## src/rtl/branch_ctrl_if.sv

```systemverilog
// Signal bundle between the branch controller and the IF/ID/EX pipeline.
// The slave side is the controller; the master side is the pipeline (or a bench).
interface branch_ctrl_if;
    logic [31:0] if_pc;
    logic        if_is_br;
    logic        pred_taken;
    logic        ex_valid;
    logic        ex_is_br;
    logic [31:0] ex_pc;
    logic        ex_pred_taken;
    logic        ex_br;
    logic        ex_jump;
    logic        id_load_use;
    logic [1:0]  pc_sel;
    logic        stall_if;
    logic        stall_id;
    logic        flush_id;
    logic        flush_ex;
    logic        mispredict;
    logic [31:0] br_cnt;
    logic [31:0] miss_cnt;

    modport slave (
        input  if_pc, if_is_br, ex_valid, ex_is_br, ex_pc, ex_pred_taken,
               ex_br, ex_jump, id_load_use,
        output pred_taken, pc_sel, stall_if, stall_id, flush_id, flush_ex,
               mispredict, br_cnt, miss_cnt
    );

    modport master (
        output if_pc, if_is_br, ex_valid, ex_is_br, ex_pc, ex_pred_taken,
               ex_br, ex_jump, id_load_use,
        input  pred_taken, pc_sel, stall_if, stall_id, flush_id, flush_ex,
               mispredict, br_cnt, miss_cnt
    );
endinterface

```

## src/rtl/branch_ctrl.sv

```systemverilog
// Branch prediction (2-bit BHT), EX resolution, PC select / stall / flush and perf counters.
// Define BRANCH_BHT_PREDICT_EN to build the BHT; otherwise static not-taken prediction.
module branch_ctrl #(
    parameter  int BHT_ENTRIES = 16,
    localparam int IDX_W       = $clog2(BHT_ENTRIES)
) (
    input  logic          clk,
    input  logic          rst,
    branch_ctrl_if.slave  bus
);

    logic [IDX_W-1:0] w_if_idx;
    logic [IDX_W-1:0] w_ex_idx;
    logic             w_res;
    logic             w_pred;
    logic             w_miss;
    logic             w_redirect;
    logic             w_unused;
    logic [31:0]      r_br_cnt;
    logic [31:0]      r_miss_cnt;

    assign w_if_idx   = bus.if_pc[IDX_W+1:2];
    assign w_ex_idx   = bus.ex_pc[IDX_W+1:2];
    assign w_res      = bus.ex_valid & bus.ex_is_br;
    assign w_redirect = w_miss | (bus.ex_valid & bus.ex_jump);

    // PC bits outside the index field carry no information for this block.
    assign w_unused = ^{bus.if_pc, bus.ex_pc, bus.if_is_br, bus.ex_pred_taken,
                        w_if_idx, w_ex_idx};

`ifdef BRANCH_BHT_PREDICT_EN
    logic [1:0] r_bht [BHT_ENTRIES];

    always_ff @(posedge clk or posedge rst) begin
        if (rst) begin
            for (int i = 0; i < BHT_ENTRIES; i++) r_bht[i] <= 2'b01;
        end else if (w_res) begin
            if (bus.ex_br && r_bht[w_ex_idx] != 2'b11)
                r_bht[w_ex_idx] <= r_bht[w_ex_idx] + 2'd1;
            else if (!bus.ex_br && r_bht[w_ex_idx] != 2'b00)
                r_bht[w_ex_idx] <= r_bht[w_ex_idx] - 2'd1;
        end
    end

    // Read sees the stored value; an EX update to the same entry lands at the edge.
    assign w_pred = bus.if_is_br & r_bht[w_if_idx][1];
    assign w_miss = w_res & (bus.ex_br != bus.ex_pred_taken);
`else
    assign w_pred = 1'b0;
    assign w_miss = w_res & bus.ex_br;
`endif

    always_comb begin
        bus.pc_sel   = 2'b00;
        bus.stall_if = 1'b0;
        bus.stall_id = 1'b0;
        bus.flush_id = 1'b0;
        bus.flush_ex = 1'b0;
        if (!rst) begin
            if (w_redirect) begin
                // A load-use stall here is moot: the ID instruction is being flushed.
                bus.flush_id = 1'b1;
                bus.flush_ex = 1'b1;
                bus.pc_sel   = (bus.ex_jump | bus.ex_br) ? 2'b10 : 2'b11;
            end else if (bus.id_load_use) begin
                bus.stall_if = 1'b1;
                bus.stall_id = 1'b1;
                bus.flush_ex = 1'b1;
            end else if (w_pred) begin
                bus.pc_sel   = 2'b01;
            end
        end
    end

    assign bus.pred_taken = ~rst & w_pred;
    assign bus.mispredict = ~rst & w_miss;

    always_ff @(posedge clk or posedge rst) begin
        if (rst) begin
            r_br_cnt   <= '0;
            r_miss_cnt <= '0;
        end else begin
            if (w_res)  r_br_cnt   <= r_br_cnt + 32'd1;
            if (w_miss) r_miss_cnt <= r_miss_cnt + 32'd1;
        end
    end

    assign bus.br_cnt   = r_br_cnt;
    assign bus.miss_cnt = r_miss_cnt;

endmodule

```

## src/flat_wrapper.sv

```systemverilog
// flat-port wrapper written by rule: the top's interface ports become plain ports
module branch_ctrl_flat 
#(
    parameter  int BHT_ENTRIES = 16,
    localparam int IDX_W       = $clog2(BHT_ENTRIES)
)
  (clk, rst, bus_if_pc, bus_if_is_br, bus_ex_valid, bus_ex_is_br, bus_ex_pc, bus_ex_pred_taken, bus_ex_br, bus_ex_jump, bus_id_load_use, bus_pred_taken, bus_pc_sel, bus_stall_if, bus_stall_id, bus_flush_id, bus_flush_ex, bus_mispredict, bus_br_cnt, bus_miss_cnt);
  branch_ctrl_if bus_i ();
  input  logic clk;
  input  logic rst;
  input wire logic [$bits(bus_i.if_pc)-1:0] bus_if_pc;
  input wire logic [$bits(bus_i.if_is_br)-1:0] bus_if_is_br;
  input wire logic [$bits(bus_i.ex_valid)-1:0] bus_ex_valid;
  input wire logic [$bits(bus_i.ex_is_br)-1:0] bus_ex_is_br;
  input wire logic [$bits(bus_i.ex_pc)-1:0] bus_ex_pc;
  input wire logic [$bits(bus_i.ex_pred_taken)-1:0] bus_ex_pred_taken;
  input wire logic [$bits(bus_i.ex_br)-1:0] bus_ex_br;
  input wire logic [$bits(bus_i.ex_jump)-1:0] bus_ex_jump;
  input wire logic [$bits(bus_i.id_load_use)-1:0] bus_id_load_use;
  output wire logic [$bits(bus_i.pred_taken)-1:0] bus_pred_taken;
  output wire logic [$bits(bus_i.pc_sel)-1:0] bus_pc_sel;
  output wire logic [$bits(bus_i.stall_if)-1:0] bus_stall_if;
  output wire logic [$bits(bus_i.stall_id)-1:0] bus_stall_id;
  output wire logic [$bits(bus_i.flush_id)-1:0] bus_flush_id;
  output wire logic [$bits(bus_i.flush_ex)-1:0] bus_flush_ex;
  output wire logic [$bits(bus_i.mispredict)-1:0] bus_mispredict;
  output wire logic [$bits(bus_i.br_cnt)-1:0] bus_br_cnt;
  output wire logic [$bits(bus_i.miss_cnt)-1:0] bus_miss_cnt;
  assign bus_i.if_pc = bus_if_pc;
  assign bus_i.if_is_br = bus_if_is_br;
  assign bus_i.ex_valid = bus_ex_valid;
  assign bus_i.ex_is_br = bus_ex_is_br;
  assign bus_i.ex_pc = bus_ex_pc;
  assign bus_i.ex_pred_taken = bus_ex_pred_taken;
  assign bus_i.ex_br = bus_ex_br;
  assign bus_i.ex_jump = bus_ex_jump;
  assign bus_i.id_load_use = bus_id_load_use;
  assign bus_pred_taken = bus_i.pred_taken;
  assign bus_pc_sel = bus_i.pc_sel;
  assign bus_stall_if = bus_i.stall_if;
  assign bus_stall_id = bus_i.stall_id;
  assign bus_flush_id = bus_i.flush_id;
  assign bus_flush_ex = bus_i.flush_ex;
  assign bus_mispredict = bus_i.mispredict;
  assign bus_br_cnt = bus_i.br_cnt;
  assign bus_miss_cnt = bus_i.miss_cnt;
  branch_ctrl #(.BHT_ENTRIES(BHT_ENTRIES)) u_core (.clk(clk), .rst(rst), .bus(bus_i));
endmodule
```

## config.mk

```make
export PLATFORM = sky130hd
export DESIGN_NAME = branch_ctrl_flat
export DESIGN_NICKNAME = d
export VERILOG_FILES = /design/src/rtl/branch_ctrl_if.sv /design/src/rtl/branch_ctrl.sv /design/src/flat_wrapper.sv
export SDC_FILE = /design/constraint.sdc
export NUM_CORES = 1
export LEC_CHECK = 0
export ABC_AREA = 1
export ABC_CLOCK_PERIOD_IN_PS = 2000
export BUFFER_PORTS_ARGS = -buffer_cell sky130_fd_sc_hd__buf_2
export CAP_MARGIN = 20
export CORE_UTILIZATION = 40
export DETAILED_ROUTE_END_ITERATION = 8
export GPL_TIMING_DRIVEN = 0
export MAX_ROUTING_LAYER = met4
export PLACE_DENSITY = 0.82
export SETUP_SLACK_MARGIN = 0.05
export SYNTH_ARGS = -nofsm -noshare
export SYNTH_HDL_FRONTEND = slang
export SYNTH_SLANG_ARGS = --single-unit
```

## constraint.sdc

```tcl
create_clock -name clk -period 2 [get_ports clk]
set_input_delay 0.4 -clock clk [delete_from_list [all_inputs] [get_ports clk]]
set_output_delay 0.4 -clock clk [all_outputs]
set_load 0.05 [all_outputs]
```

# [Word-level counts from Yosys, hierarchy flattened]
# Cells that the tools add are included.
[word_totals] ff_bits=64 inputBits=73 out_inout_bits=72
[classes] addsub=2 n_mux=10 n_bitwise=7
[ops] op="adder 32 x 1 -> 32 bit (second input constant)" n=2
[ops] op="2-to-1 mux 1 bit" n=8
[ops] op="bitwise AND 1 bit" n=4
[ops] op="2-to-1 mux 2 bit" n=2
[ops] op="OR 1 bit" n=2
[ops] op="NOT 1 bit" n=1

# [Logic depth before layout (Yosys ltp)]
[depth] word_depth=5 mapped_depth=8 ltp_nobuf=8

# [Worst setup path before layout]
# No wires, ideal clock.
[synth_path] path_kind="input port to output port" start="input port bus_ex_is_br" end="output port bus_stall_if" arrival_time_ns=2.120 path_stages=4 setup_slack_ns=-0.520 path_cell_list="nand3_2 > o21ai_0 > nor3_1 > buf_4"
[synth_between] elab_chain_cells=5
[synth_lines] element="from (decl)" line="flat_wrapper.sv:14" text="input wire logic [$bits(bus_i.ex_is_br)-1:0] bus_ex_is_br;"
[synth_lines] element="bitwise AND 1 bit" line="branch_ctrl.sv:24" text="assign w_res = bus.ex_valid & bus.ex_is_br;"
[synth_lines] element="bitwise AND 1 bit" line="branch_ctrl.sv:50" text="assign w_miss = w_res & bus.ex_br;"
[synth_lines] element="OR 1 bit" line="branch_ctrl.sv:25" text="assign w_redirect = w_miss | (bus.ex_valid & bus.ex_jump);"
[synth_lines] element="2-to-1 mux 1 bit (2 in series)"
[synth_lines] element="to (decl)" line="flat_wrapper.sv:22" text="output wire logic [$bits(bus_i.stall_if)-1:0] bus_stall_if;"
# No other way between the ends.

# [Final worst setup path]
[layout_path] start="input port bus_ex_valid" end="output port bus_pc_sel[1]"
[layout_between] elab_chain_cells=5 elab_cells_between_ends=6 cone_classes="2 x mux; 4 x bitwise"
[layout_lines] element="from (decl)" line="flat_wrapper.sv:13" text="input wire logic [$bits(bus_i.ex_valid)-1:0] bus_ex_valid;"
[layout_lines] element="bitwise AND 1 bit" line="branch_ctrl.sv:24"
[layout_lines] element="bitwise AND 1 bit" line="branch_ctrl.sv:50"
[layout_lines] element="OR 1 bit (*)" line="branch_ctrl.sv:25"
[layout_lines] element="2-to-1 mux 2 bit (*)" line="branch_ctrl.sv:60" text="if (w_redirect) begin"
[layout_lines] element="2-to-1 mux 2 bit (*)" line="branch_ctrl.sv:59" text="if (!rst) begin"
[layout_lines] element="to (decl)" line="flat_wrapper.sv:21" text="output wire logic [$bits(bus_i.pc_sel)-1:0] bus_pc_sel;"
# Every way passes the cells marked *; elsewhere a longest branch is shown, timed or not.

==> flow_summary.yaml <==
placed_design:
  dp_hpwl_mm: 6.63
  dpl.cell_count: 676
  gp_congestion: 0.841
  portBuffers: 76
  dp_slack_ns: 0.145
drt:
  route.detailed.drc: 0
  wl_per_cell_um: 12.6
  drtIter0Drc: 95
  vias_per_cell: 4.99
  drtAntennaViolNets: 0
  vias: 3451
  dr.pass1.iters: 4
  wirelength_mm: 8.74
worst_hold_path:
  hold_path_class: "in -> async"
power:
  peakVddDrop_mv: 0.474
  p_leak_uw: 0.00231
  power.density_nw_per_um2: 812
synthesis:
  yosys_warnings: 0
  synth_cells: 490
  ys_seq_area_share_pct: 42.8
  synth_cell_type_count: 28
  syn_avg_cell_area_um2: 7.65
  yosys_register_bits: 64
  synth_area_um2: 3750
  synth_edf_count: 0
  synth_ff_type: "dfrtp_1"
  async_flop_share_pct: 100
layout:
  num-fill-cells: 840
  drive_above_1_share_pct: 23.5
  nNetsFinal: 654
  synthToLayoutAreaGrowth_pct: 20.6
  antenna_cells: 0
  multi_input_area_um2: 1910
  fin_util_pct: 50.8
  instances_no_fill: 692
  register_area_um2: 1600
worst_setup_path:
  cp.arrival_ns: 1.45
  startpoint_type: "input pin"
  critPathSlowestCell: "buf_2"
  ff2ff_path_depth: 8
  crit_buf_inv: 4
  rrSetupSlack_ns: 0.45
  r2r-end: "u_core.bus.br_cnt[28]$_DFFE_PP0N_"
  max_stage_delay_ns: 0.24
  r2r_start: "u_core.bus.br_cnt[1]$_DFFE_PP0N_"
  crit_top_cell: "buf_2"
  path_class: "in -> out"
  cpLargestDelayFamily: "buffers and inverters"
  crit_chain: "buf_2 -> nand3_2 -> o21ai_0 -> inv_1 -> nor2_2 -> buf_4 -> buf_2"
  cp_max_fo: 8
  worst_ep_required_time_ns: 1.60
  end_kind: "output pin"
die:
  io_pins: 145
  fp.dieW_um: 98.8
  dieHeight_um: 98.8
  initial_core_util_pct: 42.1
  core_area_um2: 8890
  row_count: 34
  die-area_um2: 9760
grt:
  gr-usage-met3_pct: 3.97
  antenna_found_initial: 0
  met1_usage_pct: 23.3
  grt_usage_pct: 20.1
  use_met2_pct: 34.2
  grt_pass1_vias: 3370
  grt_pass1_wl_mm: 15.2
  grt-ovfl-total: 0
  top_usage_layer: "met2"
  grt_max_degree: 34
run_status:
  status: "finished, final reports clean"
clock_network:
  cts_buffer_depth: 2
  cts_root_buffer: "clkbuf_8"
  holdBufCountCts: 0
  cts_setup_buffers: 0
  cts_num_sinks: 64
  cts_tree: "built"
  clock_latency_ns: 0.35
  htreeDepth: 3
  cts_buffers: 9
  ctsResizeCount: 0
  clk_pin_slew_ns: 0.08
sta:
  max_freq_mhz: 541
  tightest_slew_ns: 0.725
  slew_viol_final: 0
  rsz0062_at_grt: "false"
  period_minus_slack_ns: 1.85
  setup_viol: 0
  finalWorstSetupSlack_ns: 0.151
  maxSlewHeadroom_pct: 51.5
  hold_viol: 0
  skew_ns: 0.00784
  whs_ns: 0.206
  period_share_pct: 92.5
run:
  max_cap_violations: 0
worst register-to-register path, delay by kind of cell (launching register included):
kind | cells | cell delay [ns]
flops | 1 | 0.41
buf+inv | 1 | 0.11
simple gates | 6 | 0.74
fa+ha+maj | 1 | 0.19
how the worst max path moves through the flow:
| stage | slack [ns] | from | endpoint | cells past startpoint |
|---|---|---|---|---|
| floorplan | -0.04 | bus_ex_is_br | bus_stall_if | 4 |
| global placement | 0.19 | bus_ex_valid | bus_pc_sel[1] | 7 |
| detailed placement | 0.15 | bus_ex_valid | bus_pc_sel[1] | 7 |
| CTS | 0.15 | bus_ex_valid | bus_pc_sel[1] | 7 |
| global route | 0.05 | bus_ex_valid | bus_flush_ex | 6 |
| finish | 0.15 | bus_ex_valid | bus_pc_sel[1] | 7 |
state kept, by name, indices dropped and copies added, names as in the netlist:
name                 flops
u_core.bus.miss_cnt     32
u_core.bus.br_cnt       32
stage by stage:
step           TNS (ns)  cell area, µm²  power, µW
6_report              0            4520       3670
5_1_grt               0            4520       3830
4_1_cts               0            4520       3710
3_5_place_dp          0            4300       2450
3_3_place_gp          0            4280       2420
2_1_floorplan   -0.0409            3760       2230
logic make-up after synthesis:
| kind of cell | after synthesis | synth area share [%] |
|---|---|---|
| compound gates | 4 | 0.534 |
| xor+xnor | 29 | 6.78 |
| fa+ha+maj | 2 | 0.668 |
| buf+inv | 54 | 6.45 |
| flops | 64 | 42.8 |
| other cells | 1 | 0.100 |
| simple gates | 336 | 42.7 |
metal layers:
layer  wire [µm]  part of all wire [%]
met4         165                   1.9
met3         448                   5.1
met5           0                     0
met2        4400                    50
met1        3730                    43
synth_stat cells (2+ instances only):
cell type | instances | area (µm²)
nand3b_1 | 24 | 180
nand2_4 | 2 | 22.5
o21ai_0 | 3 | 15.0
buf_4 | 4 | 30.0
nor3_1 | 6 | 30.0
nor2_4 | 10 | 113
nor2_1 | 67 | 251
xnor2_1 | 7 | 61.3
xor2_1 | 22 | 193
nor2_2 | 11 | 68.8
ha_1 | 2 | 25.0
inv_1 | 47 | 176
dfrtp_1 | 64 | 1600
nand2_1 | 176 | 661
nand3_1 | 21 | 105
nand3_2 | 5 | 50.1
nand2_2 | 4 | 25.0
nand4_1 | 5 | 31.3
power breakdown:
| part | switching (µW) | internal (µW) | total [µW] |
|---|---|---|---|
| sequential | 148 | 1410 | 1550 |
| combinational | 666 | 200 | 865 |
| clock | 547 | 701 | 1250 |
| total | 1360 | 2310 | 3670 |
cell type report:
type / instances / share of cell area, %
timing repair buffer: 77 / 8.91
tap: 108 / 2.99
clock inverter: 7 / 2.13
inverter: 48 / 4.07
multi-input combinational: 373 / 42.4
sequential: 64 / 35.4
clock buffer: 9 / 2.74
buffer: 6 / 1.36
cell usage in the layout (no fill, tap or decap), types with 3 or more instances in the layout:
cell / instances
buf_2: 75
buf_4: 4
clkbuf_8: 9
clkinvlp_4: 4
dfrtp_1: 64
inv_1: 46
nand2_1: 176
nand2_2: 4
nand3_1: 21
nand3_2: 5
nand3b_1: 24
nand4_1: 5
nor2_1: 66
nor2_2: 12
nor2_4: 10
nor3_1: 5
o21ai_0: 3
xnor2_1: 7
xor2_1: 22
No activity file was read; power rests on OpenSTA's default activity.
